### config.mk
export PLATFORM = sky130hd
export DESIGN_NAME = pipe_stage_reg
export DESIGN_NICKNAME = d
export VERILOG_FILES = /design/src/rtl/pipe_stage_reg.sv
export SDC_FILE = /design/constraint.sdc
export NUM_CORES = 1
export LEC_CHECK = 0
export BUFFER_PORTS_ARGS = -buffer_cell sky130_fd_sc_hd__buf_2
export CAP_MARGIN = 20
export CORE_MARGIN = 1
export CORE_UTILIZATION = 47
export CTS_CLUSTER_DIAMETER = 30
export DETAILED_ROUTE_END_ITERATION = 8
export HOLD_SLACK_MARGIN = 0.1
export PLACE_DENSITY_LB_ADDON = 0.05
export SLEW_MARGIN = 20
export SYNTH_ARGS = -nofsm -noshare
export SYNTH_HDL_FRONTEND = slang
export SYNTH_SLANG_ARGS = --single-unit
### constraint.sdc
create_clock -name clk -period 3.1 [get_ports clk]
set_clock_uncertainty 0.15 [all_clocks]
set_input_delay 0.155 -clock clk [delete_from_list [all_inputs] [get_ports clk]]
set_output_delay 0.155 -clock clk [all_outputs]
set_load 0.01 [all_outputs]
### src/rtl/pipe_stage_reg.sv
// rtl/pipe_stage_reg.sv - inter-stage pipeline register with stall/flush control and saturating perf counters
module pipe_stage_reg #(
    parameter int                DATA_W    = 32,
    parameter logic [DATA_W-1:0] NOP_VALUE = '0,
    parameter int                STALL_W   = 6,
    parameter int                STAGE     = 2,
    parameter int                CNT_W     = 16
) (
    input  logic               clk,
    input  logic               rst,
    input  logic [STALL_W-1:0] stall,
    input  logic               flush,
    input  logic               cnt_clr,
    input  logic               in_valid,
    input  logic [DATA_W-1:0]  in_data,
    output logic               out_valid,
    output logic [DATA_W-1:0]  out_data,
    output logic [CNT_W-1:0]   stall_cnt,
    output logic [CNT_W-1:0]   bubble_cnt,
    output logic [CNT_W-1:0]   flush_cnt,
    output logic               err
);

    generate
        if (STAGE < 0 || STAGE > STALL_W - 2) begin : g_bad_stage
            $error("pipe_stage_reg: STAGE must lie in 0..STALL_W-2");
        end
    endgenerate

    logic              up;
    logic              dn;
    logic              unused_stall;
    logic              valid_q, valid_d;
    logic [DATA_W-1:0] data_q, data_d;
    logic [CNT_W-1:0]  stall_cnt_q, stall_cnt_d;
    logic [CNT_W-1:0]  bubble_cnt_q, bubble_cnt_d;
    logic [CNT_W-1:0]  flush_cnt_q, flush_cnt_d;
    logic              err_q, err_d;
    logic              stall_inc, bubble_inc, flush_inc;

    assign up           = stall[STAGE];
    assign dn           = stall[STAGE+1];
    assign unused_stall = ^stall;

    function automatic logic [CNT_W-1:0] cnt_next(input logic [CNT_W-1:0] cnt,
                                                  input logic clr, input logic inc);
        if (clr)
            return '0;
        else if (inc && (cnt != {CNT_W{1'b1}}))
            return cnt + CNT_W'(1);
        else
            return cnt;
    endfunction

    always_comb begin
        valid_d    = valid_q;
        data_d     = data_q;
        err_d      = err_q;
        stall_inc  = 1'b0;
        bubble_inc = 1'b0;
        flush_inc  = 1'b0;
        if (flush) begin
            valid_d   = 1'b0;
            data_d    = NOP_VALUE;
            flush_inc = 1'b1;
        end else if (up && !dn) begin
            valid_d    = 1'b0;
            data_d     = NOP_VALUE;
            bubble_inc = 1'b1;
        end else if (dn) begin
            // Downstream stalled: hold; a running upstream here would lose data, so flag it.
            stall_inc = 1'b1;
            if (!up)
                err_d = 1'b1;
        end else begin
            valid_d = in_valid;
            data_d  = in_data;
        end
        stall_cnt_d  = cnt_next(stall_cnt_q,  cnt_clr, stall_inc);
        bubble_cnt_d = cnt_next(bubble_cnt_q, cnt_clr, bubble_inc);
        flush_cnt_d  = cnt_next(flush_cnt_q,  cnt_clr, flush_inc);
    end

    always_ff @(posedge clk or posedge rst) begin
        if (rst) begin
            valid_q      <= 1'b0;
            data_q       <= NOP_VALUE;
            stall_cnt_q  <= '0;
            bubble_cnt_q <= '0;
            flush_cnt_q  <= '0;
            err_q        <= 1'b0;
        end else begin
            valid_q      <= valid_d;
            data_q       <= data_d;
            stall_cnt_q  <= stall_cnt_d;
            bubble_cnt_q <= bubble_cnt_d;
            flush_cnt_q  <= flush_cnt_d;
            err_q        <= err_d;
        end
    end

    assign out_valid  = valid_q;
    assign out_data   = data_q;
    assign stall_cnt  = stall_cnt_q;
    assign bubble_cnt = bubble_cnt_q;
    assign flush_cnt  = flush_cnt_q;
    assign err        = err_q;

endmodule

==> results.rst, run 1 <==
.. list-table::
   :header-rows: 1

   * - Metric
     - Value
   * - Drt drc
     - 0
   * - Clock-pin slew reported for the worst setup and hold paths after clock tree synthesis
     - about 0.090 ns
   * - Max frequency
     - between 400 and 500 MHz
   * - Post-synth top area share
     - 0.5090
   * - Number of CTS-inserted buffers
     - 9
   * - Slew Limit Headroom
     - 0.3800
   * - Die extent in x
     - roughly 95 µm
   * - Post-synthesis average cell area
     - ~11 µm²
   * - Sequential cell area fraction in the yosys report
     - 0.5090
   * - Placement Rows
     - 33
   * - Area grow syn2layout
     - 31.84%
   * - Antenna violations before repair
     - 0
   * - Vias per cell
     - approximately 5.7
   * - Count of final max-slew check failures
     - 0
   * - Share of post-route cells with drive strength above 1
     - 0.2937
   * - Reg2reg setup slack
     - approximately 0.99 ns
   * - Final nets
     - 579
   * - Finished Core Util
     - 0.6436
   * - Element type at the critical path start
     - register
   * - Tightest Hold Check Type
     - in2reg
   * - H-tree levels
     - 3
   * - Syn nets
     - 425
   * - Peak VDD IR
     - about 260 µV
   * - Power per cell area
     - just over 400 nW/µm²
   * - Critical R2R Capture
     - bubble_cnt[0]$_DFFE_PP0P_
   * - Clock Path Buffers
     - 2
   * - Largest area contributor in the synthesized netlist
     - sky130_fd_sc_hd__dfrtp_1
   * - Result of the run
     - complete, no violations
   * - Clock tree from TritonCTS
     - done
   * - Transition time at the pin with the least slew margin
     - roughly 0.93 ns
   * - Sequence of cells on the critical path
     - ha_1 -> inv_1 -> nor4_4 -> a21oi_1 -> mux2_1
   * - Leading cell type by number of instances after synthesis
     - sky130_fd_sc_hd__dfrtp_1
   * - Number of nets with antenna violations after detailed routing
     - 0
   * - 1st-pass router iterations
     - 4
   * - Hold Path Sink
     - bubble_cnt[6]$_DFFE_PP0P_
   * - Number of synthesized register bits
     - 82
   * - Startpoint of the worst hold path
     - stall[3]
   * - Slack of the critical path
     - between 0.9 and 1 ns
   * - Count of max-cap constraint violations
     - 0
   * - Delay of the slowest critical-path stage
     - roughly 0.49 ns
   * - I/O pin cnt
     - between 100 and 150
   * - Number of diodes
     - 0
   * - Critical register-to-register path startpoint
     - bubble_cnt[0]$_DFFE_PP0P_
   * - Synth Flop Type
     - sky130_fd_sc_hd__dfrtp_1
   * - Count of vias placed by the detailed router
     - roughly 3700
   * - Overall overflow remaining after global route
     - 0
   * - Final worst path period share
     - 0.6810
   * - Post-Syn Instances
     - 379
   * - Leak Pwr
     - ~0.0026 µW
   * - Setup repair after global routing missed its margin
     - false
   * - Global-route wire length before repair
     - 15650 µm
   * - Maximum fanout along the worst path
     - 8
   * - Worst hold-check slack
     - approximately 0.11 ns
   * - Maximum number of pins on one net before global-route repair
     - 54
   * - Post-place setup slack
     - approximately 0.99 ns
   * - Number of buffers inserted by port buffering
     - 120
   * - Final cell count without fillers
     - 643
   * - 1st-iter DRT viols
     - ~120
   * - Proportion of register bits with asynchronous set or reset after synthesis
     - 1.000
   * - Number of hold violations in the final report
     - 0
   * - Placed Cells
     - between 500 and 600
   * - Crit path kind
     - reg2reg
   * - Final setup violation count
     - 0
   * - Vias in the first global route
     - 3316
   * - WP data arrival
     - around 2.2 ns
   * - Final weighted congestion in routability-driven placement
     - roughly 0.75
   * - Number of cells on the worst reg-to-reg path
     - 5
   * - Gates resized, CTS repair
     - 0
   * - Initial core utilization
     - 0.4882
   * - Yosys warnings
     - 0
   * - Standard cell core area
     - 8258 µm²
   * - Source-to-sink clock delay at the later pin of the worst-skew pair
     - approximately 0.35 ns
   * - Post-synth cell types
     - 43
   * - # Post-CTS Setup Buffers
     - 0
   * - Chip height
     - about 95 µm
   * - Area of combinational cells with multiple inputs
     - 1869 µm²
   * - Avg WL per Cell
     - about 15 µm
   * - Final critical path time including I/O delays and setup
     - about 2.1 ns
   * - Clock tree root driver cell
     - sky130_fd_sc_hd__clkbuf_8
   * - Final setup TNS
     - 0 ns
   * - Data required time at the worst endpoint
     - about 3.2 ns
   * - Leading post-synthesis cells by cell area
     - sky130_fd_sc_hd__dfrtp_1 51%, sky130_fd_sc_hd__a22o_1 7.2%, sky130_fd_sc_hd__a21oi_1 3.8%, sky130_fd_sc_hd__o31ai_1 3.5%, sky130_fd_sc_hd__or4_1 3.4%
   * - Cells on Worst Hold Path
     - 4
   * - Cell area after synthesis
     - 4031 µm²
   * - Overall die area
     - approximately 9000 µm²
   * - CP endpoint kind
     - register
   * - Number of synthesized flops with an enable pin
     - 0
   * - Total detailed-routing wirelength
     - between 9000 and 10000 µm
   * - Cell types with the highest counts after synthesis
     - 82 x sky130_fd_sc_hd__dfrtp_1, 33 x sky130_fd_sc_hd__a22o_1, 31 x sky130_fd_sc_hd__a21oi_1
   * - Total Routing Usage GR
     - 0.2238
   * - Number of fillers in the final layout
     - 682
   * - Clock sink count
     - roughly 80
   * - Placed wire-length estimate
     - ~6400 µm
   * - Storage cell area
     - a little over 2000 µm²
   * - Critical-path cell with the highest stage delay
     - sky130_fd_sc_hd__nor4_4
[layout by cell type (no fill, tap or decap), drive strengths merged, types with 13 or more instances in the layout]
master / count
o31ai: 19
dlygate4sd3: 35
dfrtp: 82
nor3: 13
a21oi: 31
buf: 125
nand4: 13
nor2: 18
a22o: 33
nand2: 16
or4: 18
nand3: 17
[final cells by class]
class,instances,area share
Tap cell,105,0.02472
Sequential cell,82,0.3861
Clock inverter,6,0.01695
Timing Repair Buffer,160,0.1860
Clock buffer,10,0.02589
Inverter,12,0.008710
Multi-Input combinational cell,268,0.3517
[power breakdown]
part	total (µW)	internal [µW]	switching [µW]
clock network	878	477	401
logic	185	87.6	97.1
registers	1100	1090	14.6
[state kept, by name, summed over array words and instances (netlist names)]
name	flops
bubble_cnt	16
stall_cnt	16
flush_cnt	16
out_data	32
err	1
out_valid	1
[timing repair]
action | CTS | global route
hold buffers | 35 | 0
hold endpoints to repair | 66 | 0
setup endpoints to repair | 0 | 0
[worst max-delay path: cells and delay by family (launching register included)]
family / cells / cell delay (ns)
compound gates: 1 / 0.20
fa+ha+maj: 1 / 0.30
buf+inv: 1 / 0.12
flops: 1 / 0.40
mux: 1 / 0.33
simple gates: 1 / 0.49
[through the flow]
stage | power (µW) | instance area, µm²
after global placement | 1273 | 4737
after CTS | 2187 | 5315
after global routing | 2258 | 5315
final | 2167 | 5315
after detailed placement | 1276 | 4737
after floorplan | 1206 | 4031
[how the worst max path moves through the flow]
stage                               from                   endpoint  slack (ns)  cells after the start
5_1_grt        bubble_cnt[0]$_DFFE_PP0P_  bubble_cnt[0]$_DFFE_PP0P_        0.86                      5
4_1_cts        bubble_cnt[0]$_DFFE_PP0P_  bubble_cnt[0]$_DFFE_PP0P_        0.98                      5
3_5_place_dp   bubble_cnt[0]$_DFFE_PP0P_  bubble_cnt[0]$_DFFE_PP0P_        0.99                      5
3_3_place_gp   bubble_cnt[0]$_DFFE_PP0P_  bubble_cnt[0]$_DFFE_PP0P_        1.02                      5
2_1_floorplan                        rst  bubble_cnt[0]$_DFFE_PP0P_        0.69                      1
6_report       bubble_cnt[0]$_DFFE_PP0P_  bubble_cnt[0]$_DFFE_PP0P_        0.99                      5
[per-layer routing]
metal / wire length [µm] / up-vias / part of all wire / global-route usage
li1: - / 1765 / - / -
met1: 4443 / 1790 / 0.45 / 0.2939
met2: 4741 / 95 / 0.48 / 0.3609
met3: 477 / 15 / 0.048 / 0.04911
met4: 199 / 0 / 0.020 / 0.08586
met5: 0 / - / 0 / 0
[logic make-up after synthesis]
logic type	count (synthesis)	synth area share
simple gates	146	0.2340
compound gates	105	0.1803
flops	82	0.5090
buf+inv	29	0.02917
mux	14	0.03818
fa+ha+maj	3	0.009312
Note: power is estimated with default switching activity, not from simulation.
==> run 2: changes to the inputs <==
==> constraint.sdc (replaced) <==
create_clock -name clk -period 2 [get_ports clk]
set_clock_uncertainty 0.15 [all_clocks]
set_input_delay 0.1 -clock clk [delete_from_list [all_inputs] [get_ports clk]]
set_output_delay 0.1 -clock clk [all_outputs]
set_load 0.01 [all_outputs]
==> results.rst, run 2 (same netlist as run 1, synthesis figures left out) <==
.. list-table::
   :header-rows: 1

   * - Metric
     - Value
   * - Final design instance area without fill
     - 5527 µm² (was 5315 µm²)
   * - CP endpoint kind
     - register (unchanged)
   * - Maximum fanout along the worst path
     - 6 (was 8)
   * - Setup repair after global routing missed its margin
     - true (was false)
   * - Result of the run
     - complete, no violations (unchanged)
   * - Delay-heaviest family, CP
     - simple AND/OR/NAND/NOR gates (unchanged)
   * - Transition time at the pin with the least slew margin
     - 0.4432 ns (was 0.9301 ns)
   * - Tightest Hold Check Type
     - in2reg (unchanged)
   * - Placement Rows
     - 33 (unchanged)
   * - Final cell count without fillers
     - 664 (was 643)
   * - WP data arrival
     - 2.02 ns (was 2.20 ns)
   * - I/O pin cnt
     - 125 (unchanged)
   * - Crit path kind
     - reg2reg (unchanged)
   * - Sequence of cells on the critical path
     - ha_2 -> and3_1 -> nand3_2 -> or4_1 -> a21oi_1 (was ha_1 -> inv_1 -> nor4_4 -> a21oi_1 -> mux2_1)
   * - Antenna violations before repair
     - 0 (unchanged)
   * - Global-route wire length before repair
     - 16860 µm (was 15650 µm)
   * - Number of diodes
     - 0 (unchanged)
   * - Final weighted congestion in routability-driven placement
     - 0.8243 (was 0.7479)
   * - Max frequency
     - 529.8 MHz (was 473.7 MHz)
   * - Clock tree root driver cell
     - sky130_fd_sc_hd__clkbuf_8 (unchanged)
   * - Vias in the first global route
     - 3487 (was 3316)
   * - Total detailed-routing wirelength
     - 10310 µm (was 9861 µm)
   * - Slack of the critical path
     - 0.1124 ns (was 0.9889 ns)
   * - Number of hold violations in the final report
     - 0 (unchanged)
   * - 1st-pass router iterations
     - 4 (unchanged)
   * - Placed wire-length estimate
     - 6571 µm (was 6433 µm)
   * - Vias per cell
     - 5.666 (was 5.700)
   * - Source-to-sink clock delay at the later pin of the worst-skew pair
     - 0.35 ns (about the same)
   * - Clock Path Buffers
     - 2 (unchanged)
   * - Placed Cells
     - 608 (was 592)
   * - Count of max-cap constraint violations
     - 0 (unchanged)
   * - Share of post-route cells with drive strength above 1
     - 0.3238 (was 0.2937)
   * - Number of nets with antenna violations after detailed routing
     - 0 (unchanged)
   * - Drt drc
     - 0 (unchanged)
   * - Peak VDD IR
     - 376.7 µV (was 257.3 µV)
   * - Clock tree from TritonCTS
     - done (unchanged)
   * - Commonest cells after routing, fill and taps aside
     - 120 x sky130_fd_sc_hd__buf_2, 81 x sky130_fd_sc_hd__dfrtp_1, 37 x sky130_fd_sc_hd__dlygate4sd3_1 (was 120 x sky130_fd_sc_hd__buf_2, 82 x sky130_fd_sc_hd__dfrtp_1, 35 x sky130_fd_sc_hd__dlygate4sd3_1)
   * - Power per cell area
     - 610.9 nW/µm² (was 407.7 nW/µm²)
   * - Overall die area
     - 8952 µm² (unchanged)
   * - Initial core utilization
     - 0.4882 (unchanged)
   * - Placed inst area
     - 4885 µm² (was 4737 µm²)
   * - Number of CTS-inserted buffers
     - 9 (unchanged)
   * - Worst hold-check slack
     - 0.1870 ns (was 0.1150 ns)
   * - Critical-path cell with the highest stage delay
     - sky130_fd_sc_hd__or4_1 (was sky130_fd_sc_hd__nor4_4)
   * - Slew Limit Headroom
     - 0.7046 (was 0.3800)
   * - Final worst path period share
     - 0.9438 (was 0.6810)
   * - Leak Pwr
     - 0.002690 µW (was 0.002575 µW)
   * - Avg WL per Cell
     - 15.53 µm (was 15.34 µm)
   * - Final critical path time including I/O delays and setup
     - 1.888 ns (was 2.111 ns)
   * - Count of vias placed by the detailed router
     - 3762 (was 3665)
   * - Delay of the slowest critical-path stage
     - 0.50 ns (was 0.49 ns)
   * - Final setup violation count
     - 0 (unchanged)
   * - Die extent in x
     - 94.62 µm (unchanged)
   * - Data required time at the worst endpoint
     - 2.13 ns (was 3.19 ns)
   * - Standard cell core area
     - 8258 µm² (unchanged)
   * - Post-place setup slack
     - 0.07291 ns (was 0.9937 ns)
   * - Element type at the critical path start
     - register (unchanged)
   * - Overall overflow remaining after global route
     - 0 (unchanged)
   * - 1st-iter DRT viols
     - 161 (was 122)
   * - Number of buffer and inverter stages on the critical path
     - 0 (was 1)
   * - Count of final max-slew check failures
     - 0 (unchanged)
   * - Final nets
     - 600 (was 579)
   * - Area grow syn2layout
     - 37.09% (was 31.84%)
   * - Clock-pin slew reported for the worst setup and hold paths after clock tree synthesis
     - 0.09 ns (about the same)
   * - Maximum number of pins on one net before global-route repair
     - 72 (was 54)
   * - H-tree levels
     - 3 (unchanged)
   * - Clock sink count
     - 82 (unchanged)
   * - Chip height
     - 94.62 µm (unchanged)
   * - Total Routing Usage GR
     - 0.2387 (was 0.2238)
   * - Most frequent standard cell in the layout excluding fill and tap cells
     - sky130_fd_sc_hd__buf_2 (unchanged)
   * - Flip-flop count of the largest register after layout
     - 32 (unchanged)
   * - Number of buffers inserted by port buffering
     - 120 (unchanged)
-- run 2: worst register-to-register path, cell delays in order, from the launching register on --
cell and delay (ns):
sky130_fd_sc_hd__dfrtp_2 0.42, sky130_fd_sc_hd__ha_2 0.24, sky130_fd_sc_hd__and3_1 0.21, sky130_fd_sc_hd__nand3_2 0.16, sky130_fd_sc_hd__or4_1 0.50, sky130_fd_sc_hd__a21oi_1 0.16
-- run 2: layer usage --
layer	vias to the layer above	share of wire	global-route usage	wire length, µm
li1	1803	-	-	-
met1	1850	0.44	0.3237	4563
met2	99	0.50	0.3789	5111
met3	10	0.049	0.06039	507
met4	0	0.013	0.06566	131
met5	-	0	0	0
-- run 2: worst paths after layout --
path	start	end	slack, ns	cells past startpoint
max	stall_cnt[0]$_DFFE_PP0P_	stall_cnt[14]$_DFFE_PP0P_	0.11	5
min	flush	bubble_cnt[6]$_DFFE_PP0P_	0.19	5
max reg2reg	stall_cnt[0]$_DFFE_PP0P_	stall_cnt[14]$_DFFE_PP0P_	0.11	5
min reg2reg	err$_DFFE_PP0P_	err$_DFFE_PP0P_	0.33	1
max in group asynchronous	rst	stall_cnt[0]$_DFFE_PP0P_	0.34	5
min in group asynchronous	rst	out_data[8]$_DFFE_PP0P_	0.70	4
-- run 2: per-stage QoR --
| step | setup TNS, ns | utilization | total power, µW |
|---|---|---|---|
| global placement | 0 | 0.5915 | 1980 |
| CTS | 0 | 0.6638 | 3406 |
| floorplan | 0 | - | 1869 |
| detailed placement | 0 | 0.5915 | 1987 |
| global route | -0.02559 | 0.6692 | 3520 |
| finish | 0 | 0.6692 | 3376 |
-- run 2: area by class of cell --
class	count	area (µm²)
multi-input combinational	268	1891
clock buffer	9	123.9
clock inverter	7	102.6
inverter	12	48.80
tap	105	131.4
sequential	82	2053
fill	679	2731
timing repair buffer	181	1176
-- run 2: where the power goes --
part	internal [µW]	total (µW)	leakage, µW	switching [µW]
Combinational	146	301	0.00145	155
Sequential	1690	1710	0.00113	22.7
Clock	717	1360	0.000115	647
-- run 2: timing repair --
item	4_1_cts	5_1_grt
endpoints found under the setup margin	0	9
gates resized for setup	0	5
hold buffers	37	0
endpoints found under the hold margin	148	0
setup buffers	0	3
==> run 3: changes to the inputs <==
--- a/config.mk
+++ b/config.mk
@@ -13,6 +13,7 @@
 export DETAILED_ROUTE_END_ITERATION = 8
 export HOLD_SLACK_MARGIN = 0.1
 export PLACE_DENSITY_LB_ADDON = 0.05
+export RECOVER_POWER = 50
 export SLEW_MARGIN = 20
 export SYNTH_ARGS = -nofsm -noshare
 export SYNTH_HDL_FRONTEND = slang
==> constraint.sdc (replaced) <==
create_clock -name clk -period 2 [get_ports clk]
set_clock_uncertainty 0.15 [all_clocks]
set_input_delay 0.1 -clock clk [delete_from_list [all_inputs] [get_ports clk]]
set_output_delay 0.1 -clock clk [all_outputs]
set_load 0.02 [all_outputs]
==> results.rst, run 3 (same netlist as run 1, synthesis figures left out) <==
.. list-table::
   :header-rows: 1

   * - Metric
     - Value
   * - Result of the run
     - complete, no violations (unchanged)
   * - Max frequency
     - 522.8 MHz (was 529.8 MHz)
   * - Peak VDD IR
     - 373.9 µV (was 376.7 µV)
   * - Proportion of power drawn by the clock network
     - 0.402 (was 0.404)
   * - Crit path kind
     - in2reg (was reg2reg)
   * - Initial core utilization
     - 0.4882 (unchanged)
   * - PnR Total Power
     - 3389 µW (was 3376 µW)
   * - Count of max-cap constraint violations
     - 0 (unchanged)
   * - Net switching fraction of the power
     - 0.2499 (was 0.2442)
   * - Most frequent standard cell in the layout excluding fill and tap cells
     - sky130_fd_sc_hd__dfrtp_1 (was sky130_fd_sc_hd__buf_2)
   * - Source-to-sink clock delay at the later pin of the worst-skew pair
     - 0.35 ns (about the same)
   * - 1st-iter DRT viols
     - 169 (was 161)
   * - Final critical path time including I/O delays and setup
     - 1.913 ns (was 1.888 ns)
   * - Vias in the first global route
     - 3487 (unchanged)
   * - Worst setup path start
     - stall[2] (was stall_cnt[0]$_DFFE_PP0P_)
   * - Number of nets with antenna violations after detailed routing
     - 0 (unchanged)
   * - I/O pin cnt
     - 125 (unchanged)
   * - Number of buffers inserted by port buffering
     - 120 (unchanged)
   * - Clock tree from TritonCTS
     - done (unchanged)
   * - Share of post-route cells with drive strength above 1
     - 0.1789 (was 0.3238)
   * - Hold Path Sink
     - bubble_cnt[6]$_DFFE_PP0P_ (unchanged)
   * - Tightest Hold Check Type
     - in2reg (unchanged)
   * - H-tree levels
     - 3 (unchanged)
   * - Setup repair after global routing missed its margin
     - true (unchanged)
   * - Combinational Power Share
     - 0.093 (was 0.089)
   * - Final cell count without fillers
     - 664 (unchanged)
   * - Vias per cell
     - 5.720 (was 5.666)
   * - Chip height
     - 94.62 µm (unchanged)
   * - Number of CTS-inserted buffers
     - 9 (unchanged)
   * - Number of hold violations in the final report
     - 0 (unchanged)
   * - Drt drc
     - 0 (unchanged)
   * - Startpoint of the worst hold path
     - flush (unchanged)
   * - Final nets
     - 600 (unchanged)
   * - 1st-pass router iterations
     - 5 (was 4)
   * - Clock tree root driver cell
     - sky130_fd_sc_hd__clkbuf_8 (unchanged)
   * - Count of vias placed by the detailed router
     - 3798 (was 3762)
   * - Reg2reg setup slack
     - 0.11 ns (about the same)
   * - Final worst path period share
     - 0.9564 (was 0.9438)
   * - Internal power summed over all cells
     - 2542 µW (was 2551 µW)
   * - Die extent in x
     - 94.62 µm (unchanged)
   * - Global-route wire length before repair
     - 16860 µm (unchanged)
   * - Count of final max-slew check failures
     - 0 (unchanged)
   * - Maximum fanout along the worst path
     - 9 (was 6)
   * - Overall die area
     - 8952 µm² (unchanged)
   * - Maximum number of pins on one net before global-route repair
     - 72 (unchanged)
   * - Clock sink count
     - 82 (unchanged)
   * - Overall overflow remaining after global route
     - 0 (unchanged)
   * - Critical R2R Capture
     - stall_cnt[14]$_DFFE_PP0P_ (unchanged)
   * - Critical register-to-register path startpoint
     - stall_cnt[0]$_DFFE_PP0P_ (unchanged)
   * - Total Routing Usage GR
     - 0.2387 (unchanged)
   * - Leak Pwr
     - 0.002350 µW (was 0.002690 µW)
   * - Placed Cells
     - 608 (unchanged)
   * - Number of cells on the worst reg-to-reg path
     - 5 (unchanged)
   * - Antenna violations before repair
     - 0 (unchanged)
   * - Cells on Worst Hold Path
     - 5 (unchanged)
   * - Final weighted congestion in routability-driven placement
     - 0.8243 (unchanged)
   * - Clock Path Buffers
     - 2 (unchanged)
   * - Share of total power in sequential cells
     - 0.505 (was 0.507)
   * - Worst hold-check slack
     - 0.1873 ns (was 0.1870 ns)
   * - Clock-pin slew reported for the worst setup and hold paths after clock tree synthesis
     - 0.09 ns (about the same)
   * - Final setup violation count
     - 0 (unchanged)
   * - Placed wire-length estimate
     - 6571 µm (unchanged)
   * - Flip-flop count of the largest register after layout
     - 32 (unchanged)
   * - Element type at the critical path start
     - input pin (was register)
   * - Power per cell area
     - 625.9 nW/µm² (was 610.9 nW/µm²)
   * - Switching power
     - 846.7 µW (was 824.4 µW)
   * - Slew Limit Headroom
     - 0.5526 (was 0.7046)
   * - Finished Core Util
     - 0.6556 (was 0.6692)
   * - Number of diodes
     - 0 (unchanged)
   * - Standard cell core area
     - 8258 µm² (unchanged)
   * - Area grow syn2layout
     - 34.30% (was 37.09%)
   * - WP data arrival
     - 1.99 ns (was 2.02 ns)
   * - Data required time at the worst endpoint
     - 2.08 ns (was 2.13 ns)
   * - Avg WL per Cell
     - 15.49 µm (was 15.53 µm)
   * - Total detailed-routing wirelength
     - 10290 µm (was 10310 µm)
   * - Transition time at the pin with the least slew margin
     - 0.6711 ns (was 0.4432 ns)
   * - Placement Rows
     - 33 (unchanged)
   * - Commonest cells after routing, fill and taps aside
     - 81 x sky130_fd_sc_hd__dfrtp_1, 80 x sky130_fd_sc_hd__clkbuf_1, 41 x sky130_fd_sc_hd__buf_2 (was 120 x sky130_fd_sc_hd__buf_2, 81 x sky130_fd_sc_hd__dfrtp_1, 37 x sky130_fd_sc_hd__dlygate4sd3_1)
   * - CP endpoint kind
     - register (unchanged)
## run 3: cell count changes in the layout (fill, tap and decap cells not counted), sizes merged
cell / before / now
clkbuf: 9 / 90
buf: 144 / 63
## run 3: layer usage
layer	part of all wire	global-route usage	up-vias	routed length (µm)
met5	0	0	-	0
met1	0.44	0.3237	1878	4534
met3	0.049	0.06039	10	507
met2	0.50	0.3789	108	5116
li1	-	-	1802	-
met4	0.012	0.06566	0	127
## run 3: metrics by stage
stage | worst slack, ns | cell area [µm²] | setup TNS (ns)
final | 0.08724 | 5414 | 0
after global routing | -0.02559 | 5414 | -0.02652
after CTS | 0.05520 | 5482 | 0
after detailed placement | 0.07291 | 4885 | 0
after global placement | 0.1424 | 4885 | 0
after floorplan | 0.01933 | 4035 | 0
## run 3: final cells by class
type | count | area (µm²)
clock inverter | 7 | 102.6
tap | 105 | 131.4
clock buffer | 9 | 123.9
multi-input combinational | 268 | 1886
timing repair buffer | 181 | 1071
sequential | 82 | 2053
fill | 707 | 2844
inverter | 12 | 46.29
## run 3: worst max-delay path, stage by stage
cell,delay (ns)
sky130_fd_sc_hd__dlygate4sd3_1,0.55
sky130_fd_sc_hd__clkbuf_1,0.16
sky130_fd_sc_hd__nor3b_4,0.31
sky130_fd_sc_hd__nand4_2,0.27
sky130_fd_sc_hd__nor4_1,0.26
sky130_fd_sc_hd__mux2_1,0.35
## run 3: power by group through the flow
stage                     combinational [µW]  sequential [µW]  clock [µW]
after global placement                   265             1740           0
after detailed placement                 271             1740           0
after floorplan                          112             1780           0
final                                    315             1710        1360
after global routing                     348             1720        1470
after CTS                                326             1710        1390
## run 3: how the worst max path moves through the flow
stage,end,slack (ns),cells past startpoint
global route,flush_cnt[9]$_DFFE_PP0P_,-0.03,5
finish,bubble_cnt[13]$_DFFE_PP0P_,0.09,6
global placement,stall_cnt[6]$_DFFE_PP0P_,0.14,6
floorplan,bubble_cnt[0]$_DFFE_PP0P_,0.02,5
detailed placement,stall_cnt[13]$_DFFE_PP0P_,0.07,5
CTS,stall_cnt[13]$_DFFE_PP0P_,0.06,5
## run 3: timing repair
action	CTS	global route
hold endpoints to repair	148	0
resized for setup	0	5
buffers inserted	0	3
hold buffers	37	0
endpoints found under the setup margin	0	9
